`src/rtl/y86_pkg.sv`:
```
// Shared constants for the Y86-64 SEQ execute stage: instruction codes,
// ALU function selects and branch/cmov condition codes.
package y86_pkg;

    localparam logic [3:0] I_HALT   = 4'h0;
    localparam logic [3:0] I_NOP    = 4'h1;
    localparam logic [3:0] I_CMOVXX = 4'h2;
    localparam logic [3:0] I_IRMOVQ = 4'h3;
    localparam logic [3:0] I_RMMOVQ = 4'h4;
    localparam logic [3:0] I_MRMOVQ = 4'h5;
    localparam logic [3:0] I_OPQ    = 4'h6;
    localparam logic [3:0] I_JXX    = 4'h7;
    localparam logic [3:0] I_CALL   = 4'h8;
    localparam logic [3:0] I_RET    = 4'h9;
    localparam logic [3:0] I_PUSHQ  = 4'hA;
    localparam logic [3:0] I_POPQ   = 4'hB;
    localparam logic [3:0] I_IADDQ  = 4'hC;

    localparam logic [1:0] ALU_ADD = 2'd0;
    localparam logic [1:0] ALU_SUB = 2'd1;
    localparam logic [1:0] ALU_AND = 2'd2;
    localparam logic [1:0] ALU_XOR = 2'd3;

    localparam logic [3:0] C_ALWAYS = 4'd0;
    localparam logic [3:0] C_LE     = 4'd1;
    localparam logic [3:0] C_L      = 4'd2;
    localparam logic [3:0] C_E      = 4'd3;
    localparam logic [3:0] C_NE     = 4'd4;
    localparam logic [3:0] C_GE     = 4'd5;
    localparam logic [3:0] C_G      = 4'd6;

    // OPq function codes above XOR are not defined by the ISA.
    function automatic logic opq_fn_valid(input logic [3:0] fn);
        return fn < 4'd4;
    endfunction

endpackage

```
`src/rtl/y86_alu.sv`:
```
// Combinational Y86 ALU: result = aluB op aluA, plus zero/sign/overflow flags.
module y86_alu
    import y86_pkg::*;
#(
    parameter int W = 64
) (
    input  logic [W-1:0] aluA,
    input  logic [W-1:0] aluB,
    input  logic [1:0]   alu_fn,
    output logic [W-1:0] result,
    output logic         zf,
    output logic         sf,
    output logic         of
);

    always_comb begin
        result = '0;
        of     = 1'b0;
        case (alu_fn)
            ALU_ADD: begin
                result = aluB + aluA;
                of     = (aluA[W-1] == aluB[W-1]) && (result[W-1] != aluB[W-1]);
            end
            ALU_SUB: begin
                result = aluB - aluA;
                of     = (aluB[W-1] != aluA[W-1]) && (result[W-1] != aluB[W-1]);
            end
            ALU_AND: result = aluB & aluA;
            ALU_XOR: result = aluB ^ aluA;
            default: begin
                result = '0;
                of     = 1'b0;
            end
        endcase
    end

    assign zf = (result == '0);
    assign sf = result[W-1];

endmodule

```
`src/rtl/y86_execute_stage.sv`:
```
// Y86-64 SEQ execute stage: operand muxing, ALU, condition-code register and
// cmov/jump condition. Define EXECUTE_IADDQ_EN to enable the iaddq instruction.
module y86_execute_stage
    import y86_pkg::*;
#(
    parameter int W = 64
) (
    input  logic         clk,
    input  logic         rst,
    input  logic [3:0]   icode,
    input  logic [3:0]   ifun,
    input  logic [W-1:0] valA,
    input  logic [W-1:0] valB,
    input  logic [W-1:0] valC,
    output logic [W-1:0] valE,
    output logic         Cnd,
    output logic         ZF,
    output logic         SF,
    output logic         OF,
    output logic [1:0]   alu_fn
);

    localparam logic [W-1:0] STACK_STEP = W'(8);
    localparam logic [W-1:0] STACK_DOWN = '0 - STACK_STEP;

    logic [W-1:0] aluA;
    logic [W-1:0] aluB;
    logic [1:0]   fn_sel;
    logic         set_cc;
    logic [W-1:0] alu_result;
    logic         new_zf;
    logic         new_sf;
    logic         new_of;
    logic         cond_ok;

    // Unused operands stay zero so that an add yields valE=0 for
    // halt/nop/jXX and any undefined instruction.
    always_comb begin
        aluA   = '0;
        aluB   = '0;
        fn_sel = ALU_ADD;
        set_cc = 1'b0;
        case (icode)
            I_CMOVXX: aluA = valA;
            I_IRMOVQ: aluA = valC;
            I_RMMOVQ, I_MRMOVQ: begin
                aluA = valC;
                aluB = valB;
            end
            I_OPQ: begin
                if (opq_fn_valid(ifun)) begin
                    aluA   = valA;
                    aluB   = valB;
                    fn_sel = ifun[1:0];
                    set_cc = 1'b1;
                end
            end
            I_CALL, I_PUSHQ: begin
                aluA = STACK_DOWN;
                aluB = valB;
            end
            I_RET, I_POPQ: begin
                aluA = STACK_STEP;
                aluB = valB;
            end
`ifdef EXECUTE_IADDQ_EN
            I_IADDQ: begin
                aluA   = valC;
                aluB   = valB;
                set_cc = 1'b1;
            end
`else
            I_IADDQ: begin
                aluA = '0;
                aluB = '0;
            end
`endif
            default: begin
                aluA = '0;
                aluB = '0;
            end
        endcase
    end

    y86_alu #(.W(W)) u_alu (
        .aluA   (aluA),
        .aluB   (aluB),
        .alu_fn (fn_sel),
        .result (alu_result),
        .zf     (new_zf),
        .sf     (new_sf),
        .of     (new_of)
    );

    assign valE   = alu_result;
    assign alu_fn = fn_sel;

    // Reset takes priority over a flag-setting instruction on the same edge.
    always_ff @(posedge clk) begin
        if (rst) begin
            ZF <= 1'b1;
            SF <= 1'b0;
            OF <= 1'b0;
        end else if (set_cc) begin
            ZF <= new_zf;
            SF <= new_sf;
            OF <= new_of;
        end
    end

    // Conditions read the registered flags, not this cycle's ALU flags.
    always_comb begin
        cond_ok = 1'b0;
        case (ifun)
            C_ALWAYS: cond_ok = 1'b1;
            C_LE:     cond_ok = (SF ^ OF) | ZF;
            C_L:      cond_ok = SF ^ OF;
            C_E:      cond_ok = ZF;
            C_NE:     cond_ok = !ZF;
            C_GE:     cond_ok = !(SF ^ OF);
            C_G:      cond_ok = !(SF ^ OF) & !ZF;
            default:  cond_ok = 1'b0;
        endcase
    end

    assign Cnd = ((icode == I_CMOVXX) || (icode == I_JXX)) && cond_ok;

endmodule

```
`config.mk`:
```
export PLATFORM = sky130hd
export DESIGN_NAME = y86_execute_stage
export DESIGN_NICKNAME = d
export VERILOG_FILES = /design/src/rtl/y86_pkg.sv /design/src/rtl/y86_alu.sv /design/src/rtl/y86_execute_stage.sv
export SDC_FILE = /design/constraint.sdc
export NUM_CORES = 1
export LEC_CHECK = 0
export CORE_MARGIN = 2
export CORE_UTILIZATION = 40
export DETAILED_ROUTE_END_ITERATION = 16
export GPL_TIMING_DRIVEN = 0
export PLACE_DENSITY = 0.63
export SLEW_MARGIN = 10
export SYNTH_ARGS = -nofsm -noshare
export SYNTH_HDL_FRONTEND = slang
export SYNTH_SLANG_ARGS = --single-unit
```
`constraint.sdc`:
```
create_clock -name clk -period 10.93 [get_ports clk]
set_input_delay 2.186 -clock clk [delete_from_list [all_inputs] [get_ports clk]]
set_output_delay 2.186 -clock clk [all_outputs]
set_load 0.02 [all_outputs]
```
== Word level (Yosys, flattened, before mapping) ==
Index checks and enable logic that the tools add are counted.
Cells by class
  add/sub/neg operators: 2
  $lt $le $gt $ge: 1
  equality and inequality tests: 23
  mux-type cells: 11
  bitwise logic cells: 5
  reduce and logical (&&, ||, !) cells: 13
Operators with widths (number)
  $pmux W64 S5: 1
  $pmux W64 S4: 1
  $mux W64: 2
  $pmux W64 S2: 1
  $add A64 B64 Y64: 1
  $and A64 B64 Y64: 1
  $logic_not A64 Y1: 1
  $sub A64 B64 Y64: 1
  $xor A64 B64 Y64: 1
  $eq A4 B3 Y1 const B: 7
  $eq A4 B2 Y1 const B: 4
  $eq A4 B4 Y1 const B: 4
  $pmux W1 S7: 1
  $reduce_or A6 Y1: 1
  $eq A2 B2 Y1 const B: 2
  $eq A4 B1 Y1 const B: 1
  $logic_not A4 Y1: 1
  $lt A4 B3 Y1 const B: 1
  $mux W2: 2
  $reduce_or A2 Y1: 2
  $logic_and A1 B1 Y1: 3
  $ne A1 B1 Y1: 3
  $reduce_or A3 Y1: 1
  $eq A2 B1 Y1 const B: 1
  9 further kinds: 11
Storage, ports and cells
  register bits: 3
  input port bits: 202

== Depth between registers and ports, before layout ==
  word-level depth: 7
  gate-level depth with buffers: 26
  depth with buffers taken out: 21

== Modules after synthesis ==
A second synthesis with hierarchy kept.
Unflattened totals
  cells, all modules: 1895
  area, all modules: 12057.8 um^2
Modules (own cells, without submodules)
  y86_alu: times used 1, cells an instance 1702, area an instance 10512.6 um^2, seq. area each 0.0 um^2
  y86_execute_stage: times used 1, cells an instance 193, area an instance 1545.2 um^2, seq. area each 60.1 um^2

== Least setup slack after synthesis ==
No wires, ideal clock.
  path kind: input to output
  start: input port icode[0]
  end: output port valE[55]
  arrival time: 7024 ps
  data required time: 8744 ps
  slack: 1720 ps
  stages on the path: 20
  buffers on the path: 4
  cells stage by stage: buf_4 -> nor3b_4 -> and2_0 -> clkbuf_1 -> clkbuf_1 -> clkbuf_1 -> a22o_1 -> ha_1 -> a21oi_1 -> nor4_1 -> o31ai_1 -> a211oi_1 -> o21ai_1 -> a2111oi_4 -> o211ai_1 -> a21o_1 -> and3b_1 -> o21ai_0 -> mux2_2 -> o21ai_0
On the way
  longest elaborated chain between the ends: 5
  elaborated cells between the ends (all ways): 25
Ends and longest elaborated chain
  start, declared: RTL line y86_execute_stage.sv:10  | input logic [3:0] icode,
  $eq A4 B4 Y1 (tied with other cells): RTL line y86_execute_stage.sv:43  | case (icode)
  $reduce_or A6 Y1 (no line) (tied with other cells)
  $pmux W64 S2 / $pmux W64 S5 (equally long branches): RTL line y86_execute_stage.sv:43
  $sub A64 B64 Y64 (tied with other cells): RTL line y86_alu.sv:25  | result = aluB - aluA;
  $pmux W64 S4 *: RTL line y86_alu.sv:19  | case (alu_fn)
  end, declared: RTL line y86_execute_stage.sv:15  | output logic [W-1:0] valE,
Every way passes the cells marked *; elsewhere a longest branch is shown, timed or not.

== Final worst setup path ==
  start: input port icode[2]
  end: output port valE[58]
The elaborated chain is that of the path after synthesis.

==> results_dict.tcl <==
set metrics [dict create \
    syn_area_um2 13600 \
    ir_drop_v 0.0000754 \
    timing_worst_setup_path_type "in2out" \
    final_area_um2 17600 \
    final_nets 2721 \
    final_layout_size_suffix_gt1_frac 0.0879 \
    area_delta_synth_final_pct 29.2 \
    critPathLaunch "icode[2]" \
    vias 20700 \
    worst_r2r_endpoint "OF$_SDFFE_PP0P_" \
    grt_pass1_vias 19000 \
    dieArea_um2 35500 \
    global_route.usage.total 0.468 \
    period_needed_ns 10.99 \
    ctsHoldBuffers 0 \
    clk_path_buf_depth 2 \
    clkTransAtPathRegs_ns 0.03 \
    post_dp_cell_area_um2 16900 \
    avgSynthCellArea_um2 6.40 \
    hold_depth 2 \
    r2r_setup_slack_ns 10.19 \
    yosysUniqueCellTypes 106 \
    rsz0062_at_grt "true" \
    synthTopCellsByArea "ha_1 (9.7%), a21oi_1 (7.2%), nor2_1 (5.4%), o21ai_0 (4.8%), nand2_1 (4.3%)" \
    ys_warn_count 0 \
    wl_per_cell_um 30.7 \
    outcome "finished with violations" \
    final.setup.tns_ns -0.0742 \
    wirelength_um 87900 \
    path_max_fanout 10 \
    firstDrtPassIters 7 \
    ant_nets 0 \
    ys_async_sr_fraction 0 \
    syn_nets 2433 \
    worst_ep_required_time_ns 8.74 \
    hold_end "SF$_SDFFE_PP0P_" \
    yosysTopAreaCellShare 0.0967 \
    p_leak_nw 7.02 \
    drt_first_iter_violations 3294 \
    hold_start "SF$_SDFFE_PP0P_" \
    initial_core_util 0.405 \
    place_inst 2842 \
    rr_worst_depth 2 \
    fin_crit_sh 1.01 \
    finalHoldViolCount 0 \
    skew_ns 0 \
    cp-start-kind "primary input" \
    antenna_found_initial 4 \
    clkLatencyLatePin_ns 0.23 \
    tightest_slew_ns 1.31 \
    critical_path_arrival_ns 8.80 \
    final_common_cell "clkdlybuf4s50_1" \
    post-dp-hpwl_um 70700 \
    numPortBuffers 270 \
    drv_slew 0 \
    grt_pass1_wl_um 125000 \
    cts_buffers 3 \
    cts.sinks 3 \
    rows 67 \
    failed_checks "setup timing" \
    yosysTopAreaCell "ha_1" \
    cp-end-kind "primary output" \
    cts_root_buf "clkbuf_16" \
    die_w_um 188 \
    clock.fmax_mhz 91.0 \
    worst_slack_ns -0.0572 \
    viasPerCell 7.24 \
    fillers 3407 \
    power.density_nw_per_um2 79.8 \
    chipHeight_um 188 \
    gp_congestion 1.08 \
    slew-limit-headroom 0.122 \
    setup_violations 2 \
    r2r-start "OF$_SDFFE_PP0P_" \
    grt_max_degree 11 \
    synth_ff_type "dfxtp_1" \
    cts_tree "built" \
    hold_path_class "reg2reg" \
    drv_cap 0 \
    layout_common_cells "clkdlybuf4s50_1 (267), a21oi_1 (190), nor2_1 (190)" \
    netlist_instances 2124 \
    seq_area_frac_synth 0.00442 \
    overflow 0 \
    pin_count 272 \
    fin_cells 2860 \
    h-tree-depth 1 \
    ys_ff_latch 3 \
    core_area_um2 33500 \
    drc 0 \
    synth_edf_count 0 \
]
-- Yosys cell counts (24+ instances only) --
cell,number
nor4_1,34
o31ai_1,36
a211oi_1,36
or3_1,24
nand2_1,156
ha_1,105
o21bai_1,37
nand2b_1,26
a221oi_1,37
a21o_1,25
nand4_1,35
a221o_1,24
o211ai_1,35
xnor2_1,55
clkbuf_1,87
nor2_1,195
a31oi_1,46
and2_1,54
o21ai_0,131
nor3_1,72
a21oi_1,196
inv_1,144
nand3_1,60
-- worst max path at each step --
stage	end	slack, ns	cells past startpoint
after global routing	valE[63]	-0.03	24
after global placement	valE[63]	-2.52	24
after floorplan	valE[55]	1.72	20
after detailed placement	valE[63]	-2.57	24
after CTS	valE[53]	0.007	24
final	valE[58]	-0.06	21
-- final cells by class --
| class | count | area, um2 | share of cell area |
|---|---|---|---|
| clock buffers | 4 | 78.8 | 0.00449 |
| flip-flops and latches | 3 | 60.1 | 0.00342 |
| plain buffers | 124 | 691 | 0.0393 |
| inverters | 148 | 556 | 0.0316 |
| diodes | 1 | 2.50 | 0.000142 |
| well taps | 448 | 561 | 0.0319 |
| repair buffers | 289 | 2860 | 0.163 |
| multi-input cells | 1843 | 12800 | 0.726 |
-- report_power, final --
part / internal [W] / switching, W
Combinational: 0.000480 / 0.000850
Clock: 0.0000483 / 0.0000122
Sequential: 0.0000111 / 0.000000120
-- worst max-delay path: stages --
cell and delay [ns]:
clkdlybuf4s50_1 0.54, buf_6 0.23, o21ai_4 0.14, and2_0 0.18, buf_2 0.29, buf_6 0.23
clkbuf_4 0.26, a22o_1 0.19, ha_1 0.21, inv_1 0.08, fa_1 0.48, nand4b_1 0.42
a211oi_4 0.54, o211ai_2 0.17, a21boi_1 0.43, nor3_4 0.14, o211ai_1 0.55, a211oi_1 0.31
xnor2_1 0.20, a211o_1 0.39, clkdlybuf4s50_1 0.60
-- routing by layer --
layer	track usage	routed length [um]	vias to the layer above
li1	-	-	8757
met1	0.627	34100	9706
met2	0.683	35000	1868
met3	0.129	13000	378
met4	0.234	5790	6
met5	0	43	-
-- state kept, by name, indices dropped and copies added (netlist names) --
signal,cells
OF,1
SF,1
ZF,1
-- through the flow --
| step | worst slack [ns] | power, W | hold slack, ns | util |
|---|---|---|---|---|
| 5_1_grt | -0.0289 | 0.00145 | 0.579 | 0.524 |
| 3_3_place_gp | -2.52 | 0.00121 | 0.517 | 0.503 |
| 4_1_cts | 0.00675 | 0.00132 | 0.539 | 0.517 |
| 6_report | -0.0572 | 0.00140 | 0.535 | 0.524 |
| 2_1_floorplan | 1.72 | 0.000747 | 0.590 | - |
| 3_5_place_dp | -2.57 | 0.00122 | 0.535 | 0.503 |
-- logic make-up (layout without fill, tap and decap cells) --
logic type / after synthesis / after routing / share of synthesized area
AO/OA/AOI/OAI: 880 / 880 / 0.460
XOR/XNOR: 67 / 67 / 0.0437
adder cells (fa/ha/maj): 121 / 121 / 0.110
buffers and inverters: 278 / 565 / 0.0877
flip-flops: 3 / 3 / 0.00442
multiplexers: 13 / 13 / 0.00994
other: 0 / 1 / 0
AND/OR/NAND/NOR: 762 / 762 / 0.284
-- what timing repair did --
item	4_1_cts	5_1_grt
resized for setup	94	43
endpoints found under the setup margin	54	30
setup buffers	9	10
pin swaps	10	8
Power figures use the tool's default switching activity.
